--- config.mk ---
export PLATFORM = sky130hd
export DESIGN_NAME = team_06_button_conditioner
export DESIGN_NICKNAME = d
export VERILOG_FILES = /design/src/rtl/team_06_button_conditioner.sv
export SDC_FILE = /design/constraint.sdc
export NUM_CORES = 1
export LEC_CHECK = 0
export BUFFER_PORTS_ARGS = -buffer_cell sky130_fd_sc_hd__clkbuf_2
export CORE_ASPECT_RATIO = 2
export CORE_UTILIZATION = 54
export CTS_CLUSTER_DIAMETER = 80
export DETAILED_ROUTE_END_ITERATION = 12
export PLACE_DENSITY = 0.83
export SYNTH_ARGS = -nofsm -noshare
export SYNTH_HDL_FRONTEND = slang
export SYNTH_SLANG_ARGS = --single-unit
--- constraint.sdc ---
create_clock -name clk -period 1.8 [get_ports clk]
set_input_delay 0.18 -clock clk [delete_from_list [all_inputs] [get_ports clk]]
set_output_delay 0.18 -clock clk [all_outputs]
set_load 0.01 [all_outputs]
--- src/rtl/team_06_button_conditioner.sv ---
// Four-button front end: two-flop synchroniser, per-button debounce, press/release strobes.
// Long-press strobes are built only when TEAM_06_LONG_PRESS_EN is defined.
module team_06_button_conditioner #(
  parameter int DEBOUNCE_CYCLES = 50000,
  parameter int LONG_CYCLES     = 10000000
) (
  input  logic       clk,
  input  logic       rst,
  input  logic [3:0] btn_in,
  output logic [3:0] btn_level,
  output logic [3:0] btn_press,
  output logic [3:0] btn_release,
  output logic [3:0] long_press
);

  localparam logic [15:0] DB_LAST = 16'(DEBOUNCE_CYCLES - 1);

  if (DEBOUNCE_CYCLES < 2 || DEBOUNCE_CYCLES > 65535) begin : g_bad_debounce
    $error("DEBOUNCE_CYCLES must be in 2..65535");
  end
  if (LONG_CYCLES < 2 || LONG_CYCLES > 16777215) begin : g_bad_long
    $error("LONG_CYCLES must be in 2..2^24-1");
  end

  logic [3:0]  s1_q, s2_q;
  logic [3:0]  lvl_q, lvl_d;
  logic [3:0]  press_q, press_d;
  logic [3:0]  release_q, release_d;
  // NOTE: only four counters, so they are reset like ordinary flops rather than left as memory.
  logic [15:0] cnt_q [4];
  logic [15:0] cnt_d [4];

  always_comb begin
    // NOTE: every signal written here is defaulted first, so no path can infer a latch.
    lvl_d     = lvl_q;
    press_d   = '0;
    release_d = '0;
    for (int i = 0; i < 4; i++) begin
      cnt_d[i] = cnt_q[i];
      if (s2_q[i] == lvl_q[i]) begin
        cnt_d[i] = '0;
      end else if (cnt_q[i] == DB_LAST) begin
        lvl_d[i]     = s2_q[i];
        cnt_d[i]     = '0;
        press_d[i]   = s2_q[i];
        release_d[i] = ~s2_q[i];
      end else begin
        cnt_d[i] = cnt_q[i] + 16'd1;
      end
    end
  end

  always_ff @(posedge clk) begin
    // NOTE: non-blocking assignments make every flop sample pre-edge values, as hardware does.
    if (rst) begin
      s1_q      <= '0;
      s2_q      <= '0;
      lvl_q     <= '0;
      press_q   <= '0;
      release_q <= '0;
      for (int i = 0; i < 4; i++) cnt_q[i] <= '0;
    end else begin
      s1_q      <= btn_in;
      s2_q      <= s1_q;
      lvl_q     <= lvl_d;
      press_q   <= press_d;
      release_q <= release_d;
      for (int i = 0; i < 4; i++) cnt_q[i] <= cnt_d[i];
    end
  end

  assign btn_level   = lvl_q;
  assign btn_press   = press_q;
  assign btn_release = release_q;

`ifdef TEAM_06_LONG_PRESS_EN
  localparam logic [23:0] LONG_LAST = 24'(LONG_CYCLES - 1);

  logic [23:0] hcnt_q [4];
  logic [23:0] hcnt_d [4];
  logic [3:0]  fired_q, fired_d;
  logic [3:0]  long_q, long_d;

  // Hold counter stops at the terminal value; the fired flag allows one strobe per hold.
  always_comb begin
    fired_d = fired_q;
    long_d  = '0;
    for (int i = 0; i < 4; i++) begin
      hcnt_d[i] = hcnt_q[i];
      if (!lvl_q[i]) begin
        hcnt_d[i]  = '0;
        fired_d[i] = 1'b0;
      end else if (!fired_q[i]) begin
        if (hcnt_q[i] == LONG_LAST) begin
          long_d[i]  = 1'b1;
          fired_d[i] = 1'b1;
        end else begin
          hcnt_d[i] = hcnt_q[i] + 24'd1;
        end
      end
    end
  end

  always_ff @(posedge clk) begin
    if (rst) begin
      fired_q <= '0;
      long_q  <= '0;
      for (int i = 0; i < 4; i++) hcnt_q[i] <= '0;
    end else begin
      fired_q <= fired_d;
      long_q  <= long_d;
      for (int i = 0; i < 4; i++) hcnt_q[i] <= hcnt_d[i];
    end
  end

  assign long_press = long_q;
`else
  assign long_press = '0;
`endif

endmodule

==> results of run 1 <==
[flip-flops by register name, summed over array words and instances, names as in the netlist]
name,cells
btn_level,4
btn_press,4
btn_release,4
cnt_q,64
s1_q,4
s2_q,4
[Yosys cell counts, types with 6 or more instances]
library cell and instances:
nand2_1 18, dfxtp_1 84, nor3_1 20, buf_4 6, xnor2_1 45, a21oi_1 7, nand3_1 21, nor2b_1 9
xor2_1 9, nor2_1 69, nor4_1 16, inv_1 10, nand2b_1 6, nand4_1 14, o21ai_0 6
[layer usage]
metal  routed length (um)  GRT usage (%)
met1                 2910           23.6
met5                    0              0
met3                  187           4.80
met4                  262           14.0
met2                 4190           45.5
[layout make-up]
type	instances	area, um2
clock inverters	7	72.6
fillers	498	2020
flip-flops and latches	84	1690
clock buffers	9	225
multi-input cells	286	1800
inverters	10	37.5
well taps	86	108
repair buffers	52	364
[power by group]
| part | total, mW | switching (mW) | leakage (nW) | internal [mW] |
|---|---|---|---|---|
| registers | 1.88 | 0.00668 | 0.680 | 1.87 |
| logic | 0.0582 | 0.0349 | 0.591 | 0.0232 |
| clock network | 1.83 | 0.750 | 0.142 | 1.08 |
| total | 3.76 | 0.792 | 1.41 | 2.97 |
[what timing repair did]
| item | 4_1_cts | 5_1_grt |
|---|---|---|
| gates resized for setup | 4 | 12 |
| endpoints found under the setup margin | 23 | 59 |
| cloned | 0 | 0 |
| buffers inserted | 0 | 2 |
| pin swaps | 0 | 4 |
[worst max-delay path, delay by kind of cell (launching register included)]
| kind | cells | cell delay, ps |
|---|---|---|
| simple gates | 4 | 1420 |
| flops | 1 | 310 |
[worst paths after layout]
| kind | start | endpoint | slack, ps | cells past startpoint |
|---|---|---|---|---|
| max | cnt_q[0][13] | cnt_q[0][1] | -50 | 4 |
| min | btn_in[2] | s1_q[2] | 50 | 2 |
| max reg2reg | cnt_q[0][13] | cnt_q[0][1] | -50 | 4 |
| min reg2reg | s1_q[3] | s2_q[3] | 440 | 1 |
[metrics by stage]
stage                     worst slack, ps  std cells  setup TNS (ps)  instance area, um2  power, mW
after detailed placement            -68.5        516            -968                3920       1.97
after floorplan                     -8.03        392           -13.2                3560       1.96
final                               -46.4        534            -135                4290       3.76
after global routing                -94.4        534           -1790                4290       3.88
after CTS                           -46.8        532           -73.2                4230       3.79
after global placement              -3.68        516           -8.57                3920       1.97
[logic make-up after synthesis]
logic type      Yosys count
fa+ha+maj                 4
xor+xnor                 54
other cells               1
flops                    84
buf+inv                  22
simple gates            206
compound gates           16
mux                       2
==> impl_metrics.py, run 1 <==
metrics = {
    "outcome": {
        "outcome": "complete, but fails checks",
        "violations": "negative setup slack",
    },
    "grt": {
        "track_usage_pct": 24.3,
        "grt_max_degree": 24,
        "grt_pass1_wl_mm": 12.5,
        "grt_pass1_vias": 2866,
        "antenna_found_initial": 0,
        "grt_overflow_total": 0,
    },
    "critical_path": {
        "max_stage_delay_ps": 530,
        "critPathLaunchType": "register",
        "cp.arrival_ps": 2080,
        "endpoint_kind": "register",
        "critical_path.slowest_cell": "or4b_4",
        "critPathKind": "reg2reg",
        "crit_fanout": 3,
        "cp_data_required_time_ps": 2030,
        "crit_chain": "or4b_4 > or4_4 > or2_4 > and3_1",
    },
    "logic_synthesis": {
        "synth_largest_area_cell": "dfxtp_1",
        "synth_top_family_by_area": "simple AND/OR/NAND/NOR gates",
        "synth_flop_cell": "dfxtp_1",
        "synth.distinct_cells": 37,
        "avgSynthCellArea_um2": 9.02,
        "async_reset_ff_share_pct": 0,
        "yosysTopAreaCellShare_pct": 47.9,
        "synthCells": 389,
        "yosysSeqAreaShare_pct": 47.9,
        "synthTopCellsByArea": "dfxtp_1 (48%), xnor2_1 (11%), nor2_1 (7.4%), nand3_1 (3.0%), nor3_1 (2.9%)",
        "synthXorXnorAreaFrac_pct": 13.5,
        "syn_area_um2": 3510,
        "ys_warn_count": 0,
        "synth-seq-cells": 84,
        "synth_edf_count": 0,
        "muxShareOfSynthArea_pct": 0.571,
        "synth_adder_area_share_pct": 1.43,
        "synth-simple-area-share_pct": 30.6,
        "synth_compound_area_share_pct": 2.60,
    },
    "floorplan": {
        "fp.dieW_um": 59.0,
        "start_util_pct": 55.6,
        "fp.dieH_um": 116,
        "core_um2": 6310,
        "ioPinCount": 22,
        "placementRows": 41,
        "fp.dieArea_um2": 6840,
    },
    "clock_network": {
        "htreeDepth": 3,
        "clk_path_buf_depth": 2,
        "cts_root_buf": "clkbuf_16",
        "postCtsHoldBufs": 0,
        "cts-buffers-inserted": 9,
        "cts_tree": "built",
        "path_clk_slew_ps": 60,
        "clock-sinks": 84,
        "clk-insertion-delay-late_ps": 330,
    },
    "placement": {
        "gp_congestion": 0.868,
        "port_buffers": 17,
        "dp_hpwl_mm": 5.28,
    },
    "cells_and_area": {
        "syn2layout_area_growth_pct": 22.3,
        "layout_common_cells": "dfxtp_1 (80), nor2_1 (69), xnor2_1 (45)",
        "final_common_cell": "dfxtp_1",
        "drive_gt1_share_pct": 20.5,
        "n_antenna_cell": 0,
        "nNetsFinal": 453,
        "utilization_pct": 68.0,
    },
    "sta": {
        "finalCriticalPeriod_ps": 1850,
        "finalHoldViolCount": 0,
        "finClkSkew_ps": 7.63,
        "rsz0062_at_grt": "true",
        "fin_ws_ps": -46.4,
        "setup_viol": 10,
        "period_share_pct": 103,
        "timing.fmax_mhz": 542,
        "maxSlewViolCount": 0,
        "hold_ws_ps": 49.6,
    },
    "route": {
        "drcViolationCount": 0,
        "drt_iter0_drc": 174,
        "finalWirelength_mm": 7.54,
        "first_pass_iters": 4,
        "wl_per_cell_um": 14.1,
        "vias_per_cell": 5.43,
        "antenna_left": 0,
        "num_vias": 2899,
    },
    "power": {
        "leakagePower_nw": 1.41,
        "power_per_cell_area_nw_per_um2": 877,
        "peakVddDrop_v": 0.000516,
    },
    "job": {
        "maxCapViolCount": 0,
    },
    "worst_hold_path": {
        "hold_path.class": "in2reg",
    },
}
No activity file was read; power rests on OpenSTA's default activity.
==> run 2: changes to the inputs <==
Settings changed: CELL_PAD_IN_SITES_DETAIL_PLACEMENT from default to 1, CELL_PAD_IN_SITES_GLOBAL_PLACEMENT from default to 1, CORE_UTILIZATION 54 to 49, PLACE_DENSITY 0.83 to 0.91.
Clock period 1.8 ns to 2.4 ns, I/O delays scaled along.
==> impl_metrics.py, run 2 (synthesis gave the netlist of run 1 again) <==
metrics = {
    "critical_path": {
        "r2r_start": "cnt_q[1][0]",
        "worst-path-buf-inv": 0,
        "max_stage_delay_ps": 500,
        "startpoint": "cnt_q[1][0]",
        "endpoint_kind": "register",
        "critPathLaunchType": "register",
        "crit_fanout": 14,
        "cp_data_required_time_ps": 2620,
        "critical_path.slowest_cell": "nand2_1",
        "crit_chain": "ha_1 > nand3_1 > nand4b_1 > nand2_1 > nor2_1",
        "rrSetupSlack_ps": 300,
        "timing.rr.end": "cnt_q[1][6]",
        "critPathKind": "reg2reg",
        "cp.arrival_ps": 2310,
        "crit_path_end": "cnt_q[1][6]",
        "rr_worst_depth": 5,
        "cp_top_family": "simple AND/OR/NAND/NOR gates",
        "crit_cells": 5,
    },
    "cells_and_area": {
        "utilization_pct": 57.5,
        "final_common_cell": "dfxtp_1",
        "drive_gt1_share_pct": 11.0,
        "syn2layout_area_growth_pct": 13.7,
        "layout_common_cells": "dfxtp_1 (84), nor2_1 (69), xnor2_1 (45)",
        "finalNonFillerCells": 508,
        "largest_register_ffs": 64,
        "n_antenna_cell": 0,
        "nNetsFinal": 423,
        "largest-register": "cnt_q",
    },
    "clock_network": {
        "cts_resized": 0,
        "path_clk_slew_ps": 70,
        "cts_tree": "built",
        "postCtsHoldBufs": 0,
        "htreeDepth": 3,
        "clk_path_buf_depth": 2,
        "cts_root_buf": "clkbuf_16",
        "clock-sinks": 84,
        "post_cts_buffers": 0,
        "clk-insertion-delay-late_ps": 350,
        "cts-buffers-inserted": 9,
    },
    "sta": {
        "maxSlewHeadroom_pct": 62.7,
        "hold_ws_ps": 110,
        "finalHoldViolCount": 0,
        "timing.fmax_mhz": 477,
        "worstMarginPinSlew_ps": 559,
        "setup_viol": 0,
        "finClkSkew_ps": 6.65,
        "maxSlewViolCount": 0,
        "finalCriticalPeriod_ps": 2100,
        "finalSetupTns_ps": 0,
        "period_share_pct": 87.3,
        "rsz0062_at_grt": "false",
    },
    "floorplan": {
        "fp.dieW_um": 61.8,
        "start_util_pct": 50.5,
        "core_um2": 6940,
        "fp.dieArea_um2": 7520,
        "fp.dieH_um": 122,
        "placementRows": 43,
        "ioPinCount": 22,
    },
    "grt": {
        "grt_overflow_total": 0,
        "grt_max_degree": 28,
        "antenna_found_initial": 0,
        "grt_pass1_wl_mm": 14.6,
        "grt_pass1_vias": 3157,
        "track_usage_pct": 27.0,
    },
    "placement": {
        "port_buffers": 17,
        "numPlacedInstances": 492,
        "gp_congestion": 0.838,
        "dp_hpwl_mm": 5.98,
    },
    "power": {
        "comb_power_share_pct": 1.2,
        "power_frac_seq_pct": 48.9,
        "p_sw_mw": 0.621,
        "p_sw_share_pct": 21.6,
        "power_per_cell_area_nw_per_um2": 722,
        "clkPwrFrac_pct": 49.8,
        "peakVddDrop_v": 0.000410,
        "finalPower_mw": 2.88,
        "leakagePower_nw": 1.25,
        "p_int_mw": 2.26,
    },
    "route": {
        "vias_per_cell": 5.68,
        "drt_iter0_drc": 153,
        "first_pass_iters": 4,
        "num_vias": 2886,
        "finalWirelength_mm": 9.14,
        "wl_per_cell_um": 18.0,
        "antenna_left": 0,
        "drcViolationCount": 0,
    },
    "worst_hold_path": {
        "hold_path.class": "in2reg",
    },
    "job": {
        "maxCapViolCount": 0,
    },
    "outcome": {
        "outcome": "complete, no violations",
    },
}
-- run 2: worst reg2reg max path, stage by stage, from the launching register on --
cell and delay, ps:
dfxtp_1 390, ha_1 230, nand3_1 270, nand4b_1 450
nand2_1 500, nor2_1 120
-- run 2: how the worst min path moves through the flow --
stage	cells after the start	slack, ps	to	startpoint
6_report	2	110	s1_q[3]	btn_in[3]
5_1_grt	2	130	s1_q[3]	btn_in[3]
4_1_cts	2	110	s1_q[3]	btn_in[3]
3_5_place_dp	1	430	s2_q[2]	s1_q[2]
3_3_place_gp	1	420	s2_q[3]	s1_q[3]
2_1_floorplan	1	370	s1_q[0]	btn_in[0]
-- run 2: through the flow --
| step | area (um2) | worst slack (ps) |
|---|---|---|
| 3_3_place_gp | 3680 | 443 |
| 3_5_place_dp | 3680 | 381 |
| 6_report | 3990 | 304 |
| 5_1_grt | 3990 | 87.4 |
| 4_1_cts | 3990 | 301 |
| 2_1_floorplan | 3520 | 515 |
-- run 2: cell type report --
type | count | area (um2)
fillers | 820 | 2950
multi-input cells | 286 | 1720
flip-flops and latches | 84 | 1680
clock buffers | 10 | 239
repair buffers | 22 | 123
well taps | 90 | 113
clock inverters | 6 | 72.6
inverters | 10 | 37.5
-- run 2: layer usage --
layer  vias up  part of all wire [%]  track usage, %
li1       1378                     -               -
met1      1435                    35            24.1
met2        48                    60            51.2
met3        25                   2.0            4.78
met4         0                   3.3            16.9
met5         -                     0               0
-- run 2: power by group through the flow --
stage | Sequential, mW | Clock, mW | Combinational (mW)
finish | 1.41 | 1.44 | 0.0356
global route | 1.41 | 1.50 | 0.0399
CTS | 1.41 | 1.45 | 0.0359
detailed placement | 1.44 | 0 | 0.0346
global placement | 1.44 | 0 | 0.0332
floorplan | 1.44 | 0 | 0.0312
==> run 3: changes to the inputs <==
Settings changed: CORE_UTILIZATION 49 to 46, PLACE_DENSITY 0.91 to 0.86.
Clock period 2.4 ns to 2 ns, I/O delays scaled along.
==> impl_metrics.py, run 3 (synthesis gave the netlist of run 1 again) <==
metrics = {
    "route": {
        "finalWirelength_mm": 9.22,
        "first_pass_iters": 4,
        "antenna_left": 0,
        "drcViolationCount": 0,
        "drt_iter0_drc": 145,
        "num_vias": 2950,
        "vias_per_cell": 5.62,
        "wl_per_cell_um": 17.6,
    },
    "power": {
        "power_frac_seq_pct": 47.4,
        "comb_power_share_pct": 1.5,
        "p_int_mw": 2.84,
        "peakVddDrop_v": 0.000618,
        "finalPower_mw": 3.56,
        "power_per_cell_area_nw_per_um2": 854,
        "leakagePower_nw": 1.36,
        "clkPwrFrac_pct": 51.1,
        "p_sw_share_pct": 20.5,
        "p_sw_mw": 0.729,
    },
    "cells_and_area": {
        "drive_gt1_share_pct": 15.7,
        "largest_register_ffs": 64,
        "nNetsFinal": 438,
        "seq_area_um2": 1690,
        "multi_input_area_um2": 1750,
        "largest-register": "cnt_q",
        "final_area_um2": 4180,
        "n_antenna_cell": 0,
        "utilization_pct": 57.0,
        "layout_common_cells": "dfxtp_1 (81), nor2_1 (69), xnor2_1 (45)",
        "num-fill-cells": 863,
        "final_common_cell": "dfxtp_1",
        "syn2layout_area_growth_pct": 19.0,
    },
    "job": {
        "maxCapViolCount": 0,
    },
    "critical_path": {
        "critPathKind": "reg2reg",
        "cp_data_required_time_ps": 2230,
        "endpoint_kind": "register",
        "crit_fanout": 3,
        "critPathLaunchType": "register",
        "cp.arrival_ps": 2200,
    },
    "sta": {
        "finalCriticalPeriod_ps": 1960,
        "finalSetupTns_ps": 0,
        "timing.fmax_mhz": 510,
        "finalHoldViolCount": 0,
        "period_share_pct": 98.1,
        "maxSlewViolCount": 0,
        "hold_ws_ps": 66.6,
        "setup_viol": 0,
        "rsz0062_at_grt": "false",
        "finClkSkew_ps": 8.54,
    },
    "grt": {
        "antenna_found_initial": 0,
        "track_usage_pct": 25.5,
        "grt_pass1_vias": 3281,
        "grt_pass1_wl_mm": 15.8,
        "grt_overflow_total": 0,
        "grt_max_degree": 16,
    },
    "floorplan": {
        "placementRows": 44,
        "core_um2": 7320,
        "start_util_pct": 47.9,
        "fp.dieArea_um2": 8000,
        "fp.dieH_um": 126,
        "fp.dieW_um": 63.8,
        "ioPinCount": 22,
    },
    "clock_network": {
        "postCtsHoldBufs": 0,
        "path_clk_slew_ps": 60,
        "clock-sinks": 84,
        "clk-insertion-delay-late_ps": 340,
        "post_cts_buffers": 0,
        "cts_tree": "built",
        "htreeDepth": 3,
        "clk_path_buf_depth": 2,
        "cts_root_buf": "clkbuf_16",
        "cts-buffers-inserted": 9,
    },
    "placement": {
        "gp_congestion": 0.843,
        "dp_hpwl_mm": 6.17,
        "port_buffers": 17,
        "place_area_um2": 3820,
    },
    "outcome": {
        "outcome": "complete, no violations",
    },
    "worst_hold_path": {
        "hold_path.class": "in2reg",
    },
}
## run 3: changes by cell type in the layout (fill, tap and decap cells not counted), sizes merged
cell	previous run	this run
buf	5	20
bufinv	1	2
clkbuf	27	28
clkinv	4	2
## run 3: layout make-up
class                           count  area share, %
Clock buffer                       11           5.81
Inverter                           10          0.899
Tap cell                           92           2.76
Multi-Input combinational cell    286           42.0
Sequential cell                    84           40.4
Timing Repair Buffer               37           6.23
Clock inverter                      5           1.98
## run 3: critical path: stages (launching register included)
cell	delay [ps]
dfxtp_2	340
or4b_4	540
or4_4	550
or2_4	260
and3_1	180
## run 3: power groups by stage
stage / clock, mW / sequential [mW] / combinational, mW
2_1_floorplan: 0 / 1.72 / 0.0375
3_3_place_gp: 0 / 1.73 / 0.0482
3_5_place_dp: 0 / 1.73 / 0.0501
4_1_cts: 1.86 / 1.69 / 0.0515
5_1_grt: 1.93 / 1.69 / 0.0571
6_report: 1.82 / 1.69 / 0.0518
## run 3: path summary, 6_finish.rpt
path                                    from     endpoint  slack [ps]  depth (start not counted)
worst max-delay path            cnt_q[0][13]  cnt_q[0][1]          40                          4
worst min-delay path               btn_in[3]      s1_q[3]          70                          2
worst max register to register  cnt_q[0][13]  cnt_q[0][1]          40                          4
worst min register to register   cnt_q[2][0]  cnt_q[2][0]         450                          1
## run 3: per-layer routing
metal | routed length, um | GRT usage [%] | share of wire [%] | up-vias
met2 | 5380 | 48.2 | 58 | 50
met4 | 350 | 12.8 | 3.8 | 0
met5 | 0 | 0 | 0 | -
li1 | - | - | - | 1410
met3 | 169 | 5.84 | 1.8 | 31
met1 | 3320 | 24.9 | 36 | 1459
## run 3: through the flow
stage	cells	worst slack, ps
floorplan	392	115
global placement	509	85.5
detailed placement	509	25.2
CTS	525	16.2
global route	525	7.07
finish	525	37.8
## run 3: repair_timing
item | in CTS | in global routing
setup endpoints to repair | 5 | 19
pin swaps | 0 | 0
gates resized for setup | 2 | 7
